[src/rtl/elevator_scan_ctrl.sv]
// elevator_scan_ctrl: single-car SCAN elevator controller.
// The car keeps moving in one direction while requests remain ahead of it,
// then reverses. Requests are latched per floor in `pending` and cleared
// when the door opens at that floor.
// Optional feature macro: ELEV_ESTOP_EN adds an `estop` input that freezes
// the controller (state, floor and timer) while calls keep latching.
// Handshake: there is no valid/ready pair. call_in is a level/pulse sampled
// on every rising edge; all outputs are registered and valid every cycle.
module elevator_scan_ctrl #(
    parameter int NUM_FLOORS   = 10,
    parameter int FLOOR_W      = 4,
    parameter int TRAVEL_TICKS = 10000000,
    parameter int DOOR_TICKS   = 20000000
) (
    input  logic                  clk,
    input  logic                  rst,
`ifdef ELEV_ESTOP_EN
    input  logic                  estop,
`endif
    input  logic [NUM_FLOORS-1:0] call_in,
    output logic [FLOOR_W-1:0]    current_floor,
    output logic [NUM_FLOORS-1:0] pending,
    output logic                  moving_up,
    output logic                  moving_down,
    output logic                  door_open,
    output logic                  idle
);

    localparam int MAX_TICKS = (TRAVEL_TICKS > DOOR_TICKS) ? TRAVEL_TICKS : DOOR_TICKS;
    localparam int TIMER_W   = $clog2(MAX_TICKS) + 1;
    localparam logic [TIMER_W-1:0] TRAVEL_LAST = TIMER_W'(TRAVEL_TICKS - 1);
    localparam logic [TIMER_W-1:0] DOOR_LAST   = TIMER_W'(DOOR_TICKS - 1);

    typedef enum logic [1:0] {
        S_IDLE      = 2'd0,
        S_MOVE_UP   = 2'd1,
        S_MOVE_DOWN = 2'd2,
        S_DOOR_OPEN = 2'd3
    } state_t;

    state_t               state;
    state_t               state_n;
    logic [TIMER_W-1:0]   timer;
    logic [TIMER_W-1:0]   timer_n;
    logic                 dir_up;
    logic                 dir_up_n;
    logic [FLOOR_W-1:0]   floor_n;
    logic [FLOOR_W-1:0]   step_floor;
    logic [NUM_FLOORS-1:0] pending_n;
    logic [NUM_FLOORS-1:0] latch_mask;
    logic [NUM_FLOORS-1:0] clear_mask;
    logic [NUM_FLOORS-1:0] cur_mask;
    logic [NUM_FLOORS-1:0] step_mask;
    logic [NUM_FLOORS-1:0] ahead_mask;
    logic [NUM_FLOORS-1:0] behind_mask;

    // One-hot mask of floor f (floors >= NUM_FLOORS map to no bit).
    function automatic logic [NUM_FLOORS-1:0] floor_mask(input logic [FLOOR_W-1:0] f);
        logic [NUM_FLOORS-1:0] r;
        r = '0;
        for (int i = 0; i < NUM_FLOORS; i++) begin
            if (i == int'(f)) r[i] = 1'b1;
        end
        return r;
    endfunction

    // Mask of all floors strictly above f.
    function automatic logic [NUM_FLOORS-1:0] above_mask(input logic [FLOOR_W-1:0] f);
        logic [NUM_FLOORS-1:0] r;
        r = '0;
        for (int i = 0; i < NUM_FLOORS; i++) begin
            if (i > int'(f)) r[i] = 1'b1;
        end
        return r;
    endfunction

    // Mask of all floors strictly below f.
    function automatic logic [NUM_FLOORS-1:0] below_mask(input logic [FLOOR_W-1:0] f);
        logic [NUM_FLOORS-1:0] r;
        r = '0;
        for (int i = 0; i < NUM_FLOORS; i++) begin
            if (i < int'(f)) r[i] = 1'b1;
        end
        return r;
    endfunction

    // Next-state decision: scheduling uses the registered pending set only;
    // a call arriving this cycle becomes visible to scheduling next cycle.
    always_comb begin
        state_n     = state;
        timer_n     = timer;
        dir_up_n    = dir_up;
        floor_n     = current_floor;
        clear_mask  = '0;
        ahead_mask  = '0;
        behind_mask = '0;
        cur_mask    = floor_mask(current_floor);
        step_floor  = (state == S_MOVE_UP) ? current_floor + FLOOR_W'(1)
                                           : current_floor - FLOOR_W'(1);
        step_mask   = floor_mask(step_floor);
        // A call for the floor whose door is already open is absorbed.
        latch_mask  = (state == S_DOOR_OPEN) ? (call_in & ~cur_mask) : call_in;

        case (state)
            S_IDLE: begin
                timer_n = '0;
                if (|(pending & cur_mask)) begin
                    state_n    = S_DOOR_OPEN;
                    clear_mask = cur_mask;
                end else if (|(pending & above_mask(current_floor))) begin
                    state_n  = S_MOVE_UP;
                    dir_up_n = 1'b1;
                end else if (|(pending & below_mask(current_floor))) begin
                    state_n  = S_MOVE_DOWN;
                    dir_up_n = 1'b0;
                end
            end
            S_MOVE_UP, S_MOVE_DOWN: begin
                if (timer == TRAVEL_LAST) begin
                    floor_n = step_floor;
                    timer_n = '0;
                    if (|(pending & step_mask)) begin
                        state_n    = S_DOOR_OPEN;
                        clear_mask = step_mask;
                    end else begin
                        // Nothing ahead at the new floor: reverse or rest
                        // rather than running past the end of the shaft.
                        ahead_mask  = (state == S_MOVE_UP) ? above_mask(step_floor)
                                                           : below_mask(step_floor);
                        behind_mask = (state == S_MOVE_UP) ? below_mask(step_floor)
                                                           : above_mask(step_floor);
                        if (|(pending & ahead_mask)) begin
                            state_n = state;
                        end else if (|(pending & behind_mask)) begin
                            state_n  = (state == S_MOVE_UP) ? S_MOVE_DOWN : S_MOVE_UP;
                            dir_up_n = (state == S_MOVE_DOWN);
                        end else begin
                            state_n = S_IDLE;
                        end
                    end
                end else begin
                    timer_n = timer + TIMER_W'(1);
                end
            end
            S_DOOR_OPEN: begin
                if (|(call_in & cur_mask)) begin
                    timer_n = '0;
                end else if (timer == DOOR_LAST) begin
                    timer_n     = '0;
                    ahead_mask  = dir_up ? above_mask(current_floor) : below_mask(current_floor);
                    behind_mask = dir_up ? below_mask(current_floor) : above_mask(current_floor);
                    if (|(pending & ahead_mask)) begin
                        state_n = dir_up ? S_MOVE_UP : S_MOVE_DOWN;
                    end else if (|(pending & behind_mask)) begin
                        state_n  = dir_up ? S_MOVE_DOWN : S_MOVE_UP;
                        dir_up_n = ~dir_up;
                    end else begin
                        state_n = S_IDLE;
                    end
                end else begin
                    timer_n = timer + TIMER_W'(1);
                end
            end
            default: begin
                state_n = S_IDLE;
            end
        endcase

`ifdef ELEV_ESTOP_EN
        // Emergency stop: hold everything except request latching.
        if (estop) begin
            state_n    = state;
            timer_n    = timer;
            dir_up_n   = dir_up;
            floor_n    = current_floor;
            clear_mask = '0;
        end
`endif

        // Service clear wins over a simultaneous call for the same floor.
        pending_n = (pending | latch_mask) & ~clear_mask;
    end

    // Controller FSM with registered one-hot state flags.
    always_ff @(posedge clk or posedge rst) begin
        if (rst) begin
            state         <= S_IDLE;
            timer         <= '0;
            dir_up        <= 1'b1;
            current_floor <= '0;
            pending       <= '0;
            idle          <= 1'b1;
            moving_up     <= 1'b0;
            moving_down   <= 1'b0;
            door_open     <= 1'b0;
        end else begin
            state         <= state_n;
            timer         <= timer_n;
            dir_up        <= dir_up_n;
            current_floor <= floor_n;
            pending       <= pending_n;
            idle          <= (state_n == S_IDLE);
            moving_up     <= (state_n == S_MOVE_UP);
            moving_down   <= (state_n == S_MOVE_DOWN);
            door_open     <= (state_n == S_DOOR_OPEN);
        end
    end

endmodule
[config.mk]
export PLATFORM = sky130hd
export DESIGN_NAME = elevator_scan_ctrl
export DESIGN_NICKNAME = d
export VERILOG_FILES = /design/src/rtl/elevator_scan_ctrl.sv
export SDC_FILE = /design/constraint.sdc
export NUM_CORES = 1
export LEC_CHECK = 0
export ABC_AREA = 1
export BUFFER_PORTS_ARGS = -buffer_cell sky130_fd_sc_hd__buf_4
export CAP_MARGIN = 20
export CORE_UTILIZATION = 55
export DETAILED_ROUTE_END_ITERATION = 16
export PLACE_DENSITY = 0.74
export SYNTH_ARGS = -nofsm -noshare
export SYNTH_HDL_FRONTEND = slang
export SYNTH_SLANG_ARGS = --single-unit
[constraint.sdc]
create_clock -name clk -period 3.1 [get_ports clk]
set_input_delay 0.465 -clock clk [delete_from_list [all_inputs] [get_ports clk]]
set_output_delay 0.465 -clock clk [all_outputs]
set_load 0.01 [all_outputs]
After elaboration in Yosys (flattened, before gate mapping)
Cells that the tools add are included.
{"block": "classes", "n_mul": 0, "shifts": 0, "bitwise": 15, "n_div": 0, "n_eq_ne": 36, "n_lt_le_gt_ge": 38, "n_reduce_logical": 16, "addsub": 3, "mux": 261}
{"cell": "1-bit 2-to-1 mux", "n": 231}
{"cell": "10-bit AND", "n": 11}
{"cell": "10-bit OR reduction", "n": 9}
{"cell": "10-bit 2-to-1 mux", "n": 8}
{"cell": "26-bit 2-to-1 mux", "n": 3}
{"cell": "26-bit one-hot mux with 3 select lines", "n": 1}
{"cell": "4-bit equality test, first input constant", "n": 12}
{"cell": "3-bit by 4-bit > comparator with 1-bit output, first input constant", "n": 8}
{"cell": "3-bit by 4-bit less-than comparator with 1-bit output, first input constant", "n": 8}
{"cell": "2-bit 2-to-1 mux", "n": 14}
{"cell": "26-bit by 1-bit adder with 26-bit output, second input constant", "n": 1}
{"cell": "26-bit by 24-bit equality test with 1-bit output, second input constant", "n": 1}
{"cell": "26-bit by 25-bit equality test with 1-bit output, second input constant", "n": 1}
{"cell": "10-bit inverter", "n": 2}
{"cell": "10-bit one-hot mux with 2 select lines", "n": 1}
{"cell": "3-bit by 4-bit equality test with 1-bit output, first input constant", "n": 4}
{"cell": "2-bit by 4-bit > comparator with 1-bit output, first input constant", "n": 4}
{"cell": "4-bit > comparator, first input constant", "n": 4}
{"cell": "1-bit by 4-bit less-than comparator with 1-bit output, first input constant", "n": 4}
{"cell": "2-bit by 4-bit less-than comparator with 1-bit output, first input constant", "n": 4}
{"cell": "4-bit less-than comparator, first input constant", "n": 4}
{"cell": "2-bit != test, second input constant", "n": 7}
{"cell": "10-bit bitwise OR", "n": 1}
{"cell": "10-bit AND reduction", "n": 1}
{"cell": "16 further kinds", "n": 25}
{"block": "word_totals", "out_inout_bits": 18, "mem_count": 0, "latch_bits": 0, "ramBits": 0, "regBits": 47, "mem_bits_ro": 0, "word_cells": 378}

Logic depth before layout (Yosys ltp)
{"block": "depth", "depth_word": 18, "depth_mapped": 23}

Worst setup path before layout
OpenSTA, ideal clock, no wires.
{"block": "synth_path", "kind": "register to register", "from": "register current_floor[0]", "to": "register door_open", "setup_time_ns": 0.118, "slack_ns": 0.587, "arrival_ns": 2.396, "stages_incl_launch_ff": 20, "synth_period_minus_slack_ns": 2.513, "cell_sequence": "dfrtp_1 > buf_6 > inv_1 > ha_1 > xor2_1 > nand2_2 > clkinv_2 > nand4_2 > nand2_1 > nand2_1 > nand2_1 > nand2_1 > nor2_1 > nand2_1 > a21oi_1 > nand2_1 > nand2_1 > nand2_1 > nand2_1 > nor2_1"}
{"block": "synth_between", "elab_chain_cells": 16}
{"item": "start: declaration", "line_no": "21", "rtl": "output logic [FLOOR_W-1:0] current_floor,"}
{"item": "start signal: assignment", "line_no": "200", "rtl": "current_floor <= floor_n;"}
{"item": "4-bit by 1-bit subtractor with 4-bit output / 4-bit by 1-bit adder with 4-bit output (equally long branches)", "line_no": "99, 98"}
{"item": "4-bit 2-to-1 mux", "line_no": "98", "rtl": "step_floor = (state == S_MOVE_UP) ? current_floor + FLOOR_W'(1)"}
{"item": "1-bit by 4-bit less-than comparator with 1-bit output, or another cell as far along", "line_no": "82", "rtl": "if (i < int'(f)) r[i] = 1'b1;"}
{"item": "1-bit 2-to-1 mux, on equally long branches", "line_no": "82, 72"}
{"item": "1-bit 2-to-1 mux", "line_no": "122", "rtl": "if (|(pending & step_mask)) begin"}
{"item": "1-bit 2-to-1 mux", "line_no": "119", "rtl": "if (timer == TRAVEL_LAST) begin"}
{"item": "1-bit 2-to-1 mux", "line_no": "104", "rtl": "case (state)"}
{"item": "10-bit 2-to-1 mux", "line_no": "130", "rtl": "behind_mask = (state == S_MOVE_UP) ? below_mask(step_floor)"}
{"item": "10-bit AND", "line_no": "134", "rtl": "end else if (|(pending & behind_mask)) begin"}
{"item": "10-bit OR reduction", "line_no": "134"}
{"item": "2-bit 2-to-1 mux", "line_no": "134"}
{"item": "2-bit 2-to-1 mux", "line_no": "132", "rtl": "if (|(pending & ahead_mask)) begin"}
{"item": "2-bit 2-to-1 mux", "line_no": "122"}
{"item": "2-bit 2-to-1 mux", "line_no": "119"}
{"item": "2-bit one-hot mux with 3 select lines (*)", "line_no": "104"}
{"item": "2-bit equality test (*)", "line_no": "205", "rtl": "door_open <= (state_n == S_DOOR_OPEN);"}
{"item": "end signal: assignment", "line_no": "205"}
{"item": "end: declaration", "line_no": "25", "rtl": "output logic door_open,"}
Mark *: on every way between the ends. The rest lies on a longest branch, timed or not. The select of a mux whose other input is x is not followed.
A chain may end at the register's enable or synchronous reset.

Worst setup path in the final report
{"block": "layout_path", "from": "register current_floor[2]", "to": "register idle"}
{"block": "layout_between", "elab_chain_cells": 16}
{"item": "4-bit by 1-bit subtractor with 4-bit output / 4-bit by 1-bit adder with 4-bit output (equally long branches)", "line_no": "99, 98"}
{"item": "4-bit 2-to-1 mux", "line_no": "98"}
{"item": "1-bit by 4-bit less-than comparator with 1-bit output, or another cell as far along", "line_no": "82"}
{"item": "1-bit 2-to-1 mux, on equally long branches", "line_no": "82, 72"}
{"item": "1-bit 2-to-1 mux", "line_no": "122"}
{"item": "1-bit 2-to-1 mux", "line_no": "119"}
{"item": "1-bit 2-to-1 mux", "line_no": "104"}
{"item": "10-bit 2-to-1 mux", "line_no": "130"}
{"item": "10-bit AND", "line_no": "134"}
{"item": "10-bit OR reduction", "line_no": "134"}
{"item": "2-bit 2-to-1 mux", "line_no": "134"}
{"item": "2-bit 2-to-1 mux", "line_no": "132"}
{"item": "2-bit 2-to-1 mux", "line_no": "122"}
{"item": "2-bit 2-to-1 mux", "line_no": "119"}
{"item": "2-bit one-hot mux with 3 select lines (*)", "line_no": "104"}
{"item": "2-bit zero test (*)", "line_no": "202", "rtl": "idle <= (state_n == S_IDLE);"}
{"item": "end signal: assignment", "line_no": "202"}
{"item": "end: declaration", "line_no": "26", "rtl": "output logic idle"}
Marked as above.

==> flow_summary.toml <==
[run_status]
run_status = "finished clean"

[floorplan]
dieWidth_microns = 89.6
start_util_pct = 57.5
chipHeight_microns = 89.6
fp-row-count = 31
core_sq_um = 7330
dieArea_sq_um = 8020
ioPinCount = 30

[global_route]
top_usage_layer = "met2"
antenna_found_initial = 0
grtUsageTotal_pct = 36.0
met2_usage_pct = 52.4
grt_pass1_wl_microns = 21500
globalRouteOverflowTotal = 0
met3_usage_pct = 8.87
grt_pass1_vias = 4101
grt_use_met1_pct = 52.4
grt_max_degree = 28

[placement]
routabilityCongestion = 0.966
hpwlAfterDp_microns = 10800
placement.io_buffers = 29
place_area_sq_um = 4550
pre_cts_ws_ns = 0.254
dp_cells = 781

[synthesis]
ys_warn_count = 0
synth_edf_count = 0
synthesis.instances = 657
yosysUniqueCellTypes = 46
synth-main-ff-cell = "dfrtp_1"
postSynth.asyncResetShare_pct = 100
synthesis.area_sq_um = 4220
synth_nets = 680
ys_seq_area_share_pct = 27.9
syn_area_per_cell_sq_um = 6.42
synth_seq_cells = 47

[timing]
hold_viol_final = 0
fmax_ghz = 0.345
min_period_ns = 2.90
skew_ns = 0.0214
finalCritPeriodShare_pct = 93.6
worst_pin_slew_ns = 0.648
fin_ws_ns = 0.198
setup_tns_ns = 0
setup-violations-final = 0
maxSlewHeadroom_pct = 56.4
grt_setup_unrepaired = "no"
fin_hold_ws_ns = 0.207
drv_slew = 0

[clocking]
clock_latency_ns = 0.33
root_buffer = "clkbuf_8"
clkSlewWorstSetupHoldPaths_ns = 0.12
cts_buffer_depth = 2
htree_levels = 2
cts_tree = "built"
numCtsBuffers = 5
ctsHoldBuffers = 0
clock-sinks = 47

[setup_path]
rrSetupSlack_ns = 0.20
cp_top_family = "simple AND/OR/NAND/NOR gates"
crit_type = "register to register"
cp_slowest_stage_delay_ns = 0.56
path_buf_inv = 1
cp.arrival_ns = 3.16
timing.rr.start = "current_floor[2]"
crit_top_cell = "nand2_1"
startpoint_type = "register"
worstSetupEndpointType = "register"
cp_slowest_cell = "dfrtp_1"
crit_required_ns = 3.36
r2r_cells = 15
crit_chain = "nor2_2 -> nand2_1 -> nand2_1 -> o21ai_0 -> nand2_1 -> nand2_1 -> nor2_1 -> nand3_1 -> a21oi_1 -> o21ai_0 -> a21oi_1 -> nand2_1 -> nand2_1 -> nand2_1 -> inv_1"
r2r-end = "idle"
cp_max_fo = 11

[power]
p_total_mw = 1.17
p_leak_nw = 2.37
peakVddDrop_mv = 0.199
pwr_density_cell_nw_per_um2 = 250

[detailed_routing]
vias_per_cell = 6.04
first_pass_iters = 6
vias = 4764
wirelength_microns = 13900
postRouteAntennaNets = 0
drc = 0
wl_per_cell_microns = 17.6
drt_iter0_drc = 614

[cells_and_area]
antenna_cells = 0
final_util_pct = 64.0
area_growth_pct = 11.2
fin_cells = 789
finish.net_count = 712
design_area_sq_um = 4690
drive_gt1_share_pct = 14.5

[run]
maxCapViolCount = 0

[hold_path]
hold_path_class = "input port to asynchronous set/reset pin"
## cells in the mapped netlist (all sizes together), types with 3 or more instances
master	count	share of area, %
ha	11	3.3
o22ai	9	1.3
xor2	4	0.83
nor2	75	7.2
nor3	18	2.6
o21ai	45	5.5
clkbuf	6	0.53
nand2	181	17
nand3	55	7.2
inv	95	8.6
dfrtp	45	27
xnor2	3	0.80
nor4	11	1.6
buf	10	2.1
o211ai	12	2.1
nand4	15	2.7
a21oi	46	5.9
## registers in the layout (all words and copies together) (netlist names)
name / count
state: 2
idle: 1
door_open: 1
pending: 10
current_floor: 4
moving_down: 1
moving_up: 1
timer: 26
dir_up: 1
## area by class of cell
type                            count  area (sq um)
Timing Repair Buffer               41           320
Inverter                           96           369
Clock inverter                      3          47.5
Fill cell                         678          2640
Clock buffer                        5          68.8
Tap cell                           99           124
Sequential cell                    47          1180
Multi-Input combinational cell    498          2580
## layout by cell type (no fill, tap or decap), types with 4 or more instances in the layout
master and count:
nand3_1 52, ha_1 10, clkbuf_8 5, nor2_2 7
inv_2 5, nor3_2 4, nor2_1 67, o211ai_1 12
dfrtp_1 43, o21ai_1 4, xor2_1 4, buf_4 40
o22ai_1 9, nand2_2 9, nand2_1 168, a21oi_1 43
o21ai_0 39, nand2_4 4, nand4_1 12, nor3_1 14
nor4_1 11, inv_1 88
## where the power goes
group	switching (mW)	internal [mW]	total [mW]	leakage, nW
combinational	0.0313	0.0163	0.0477	1.73
sequential	0.00226	0.616	0.618	0.581
clock	0.261	0.246	0.507	0.0587
total	0.295	0.878	1.17	2.37
## logic make-up (layout without fill, tap and decap cells)
| group | count (synthesis) | count (layout) | synth area share, % |
|---|---|---|---|
| buffers and inverters | 112 | 145 | 11.4 |
| AOI/OAI and AO/OA | 119 | 119 | 16.2 |
| DFF | 47 | 47 | 27.9 |
| and+or+nand+nor | 361 | 361 | 39.6 |
| adders and majority gates | 11 | 11 | 3.26 |
| xor gates and xnor gates | 7 | 7 | 1.63 |
## worst max path at each step
stage	from	endpoint	slack (ns)	depth (start not counted)
after global placement	current_floor[2]	moving_up	0.35	12
after detailed placement	current_floor[1]	door_open	0.25	17
after global routing	current_floor[0]	idle	0.007	19
after CTS	current_floor[1]	door_open	0.22	17
after floorplan	current_floor[0]	door_open	0.59	19
final	current_floor[2]	idle	0.20	15
## metal layers
metal	vias up	wire, microns
met5	-	0
met4	0	382
met3	44	1700
met2	327	5870
met1	2157	5970
li1	2236	-
## what timing repair did
item                                    4_1_cts  5_1_grt
resized for setup                             0        7
setup buffers                                 0        0
endpoints found under the setup margin        0        5
No activity file was read; power rests on OpenSTA's default activity.
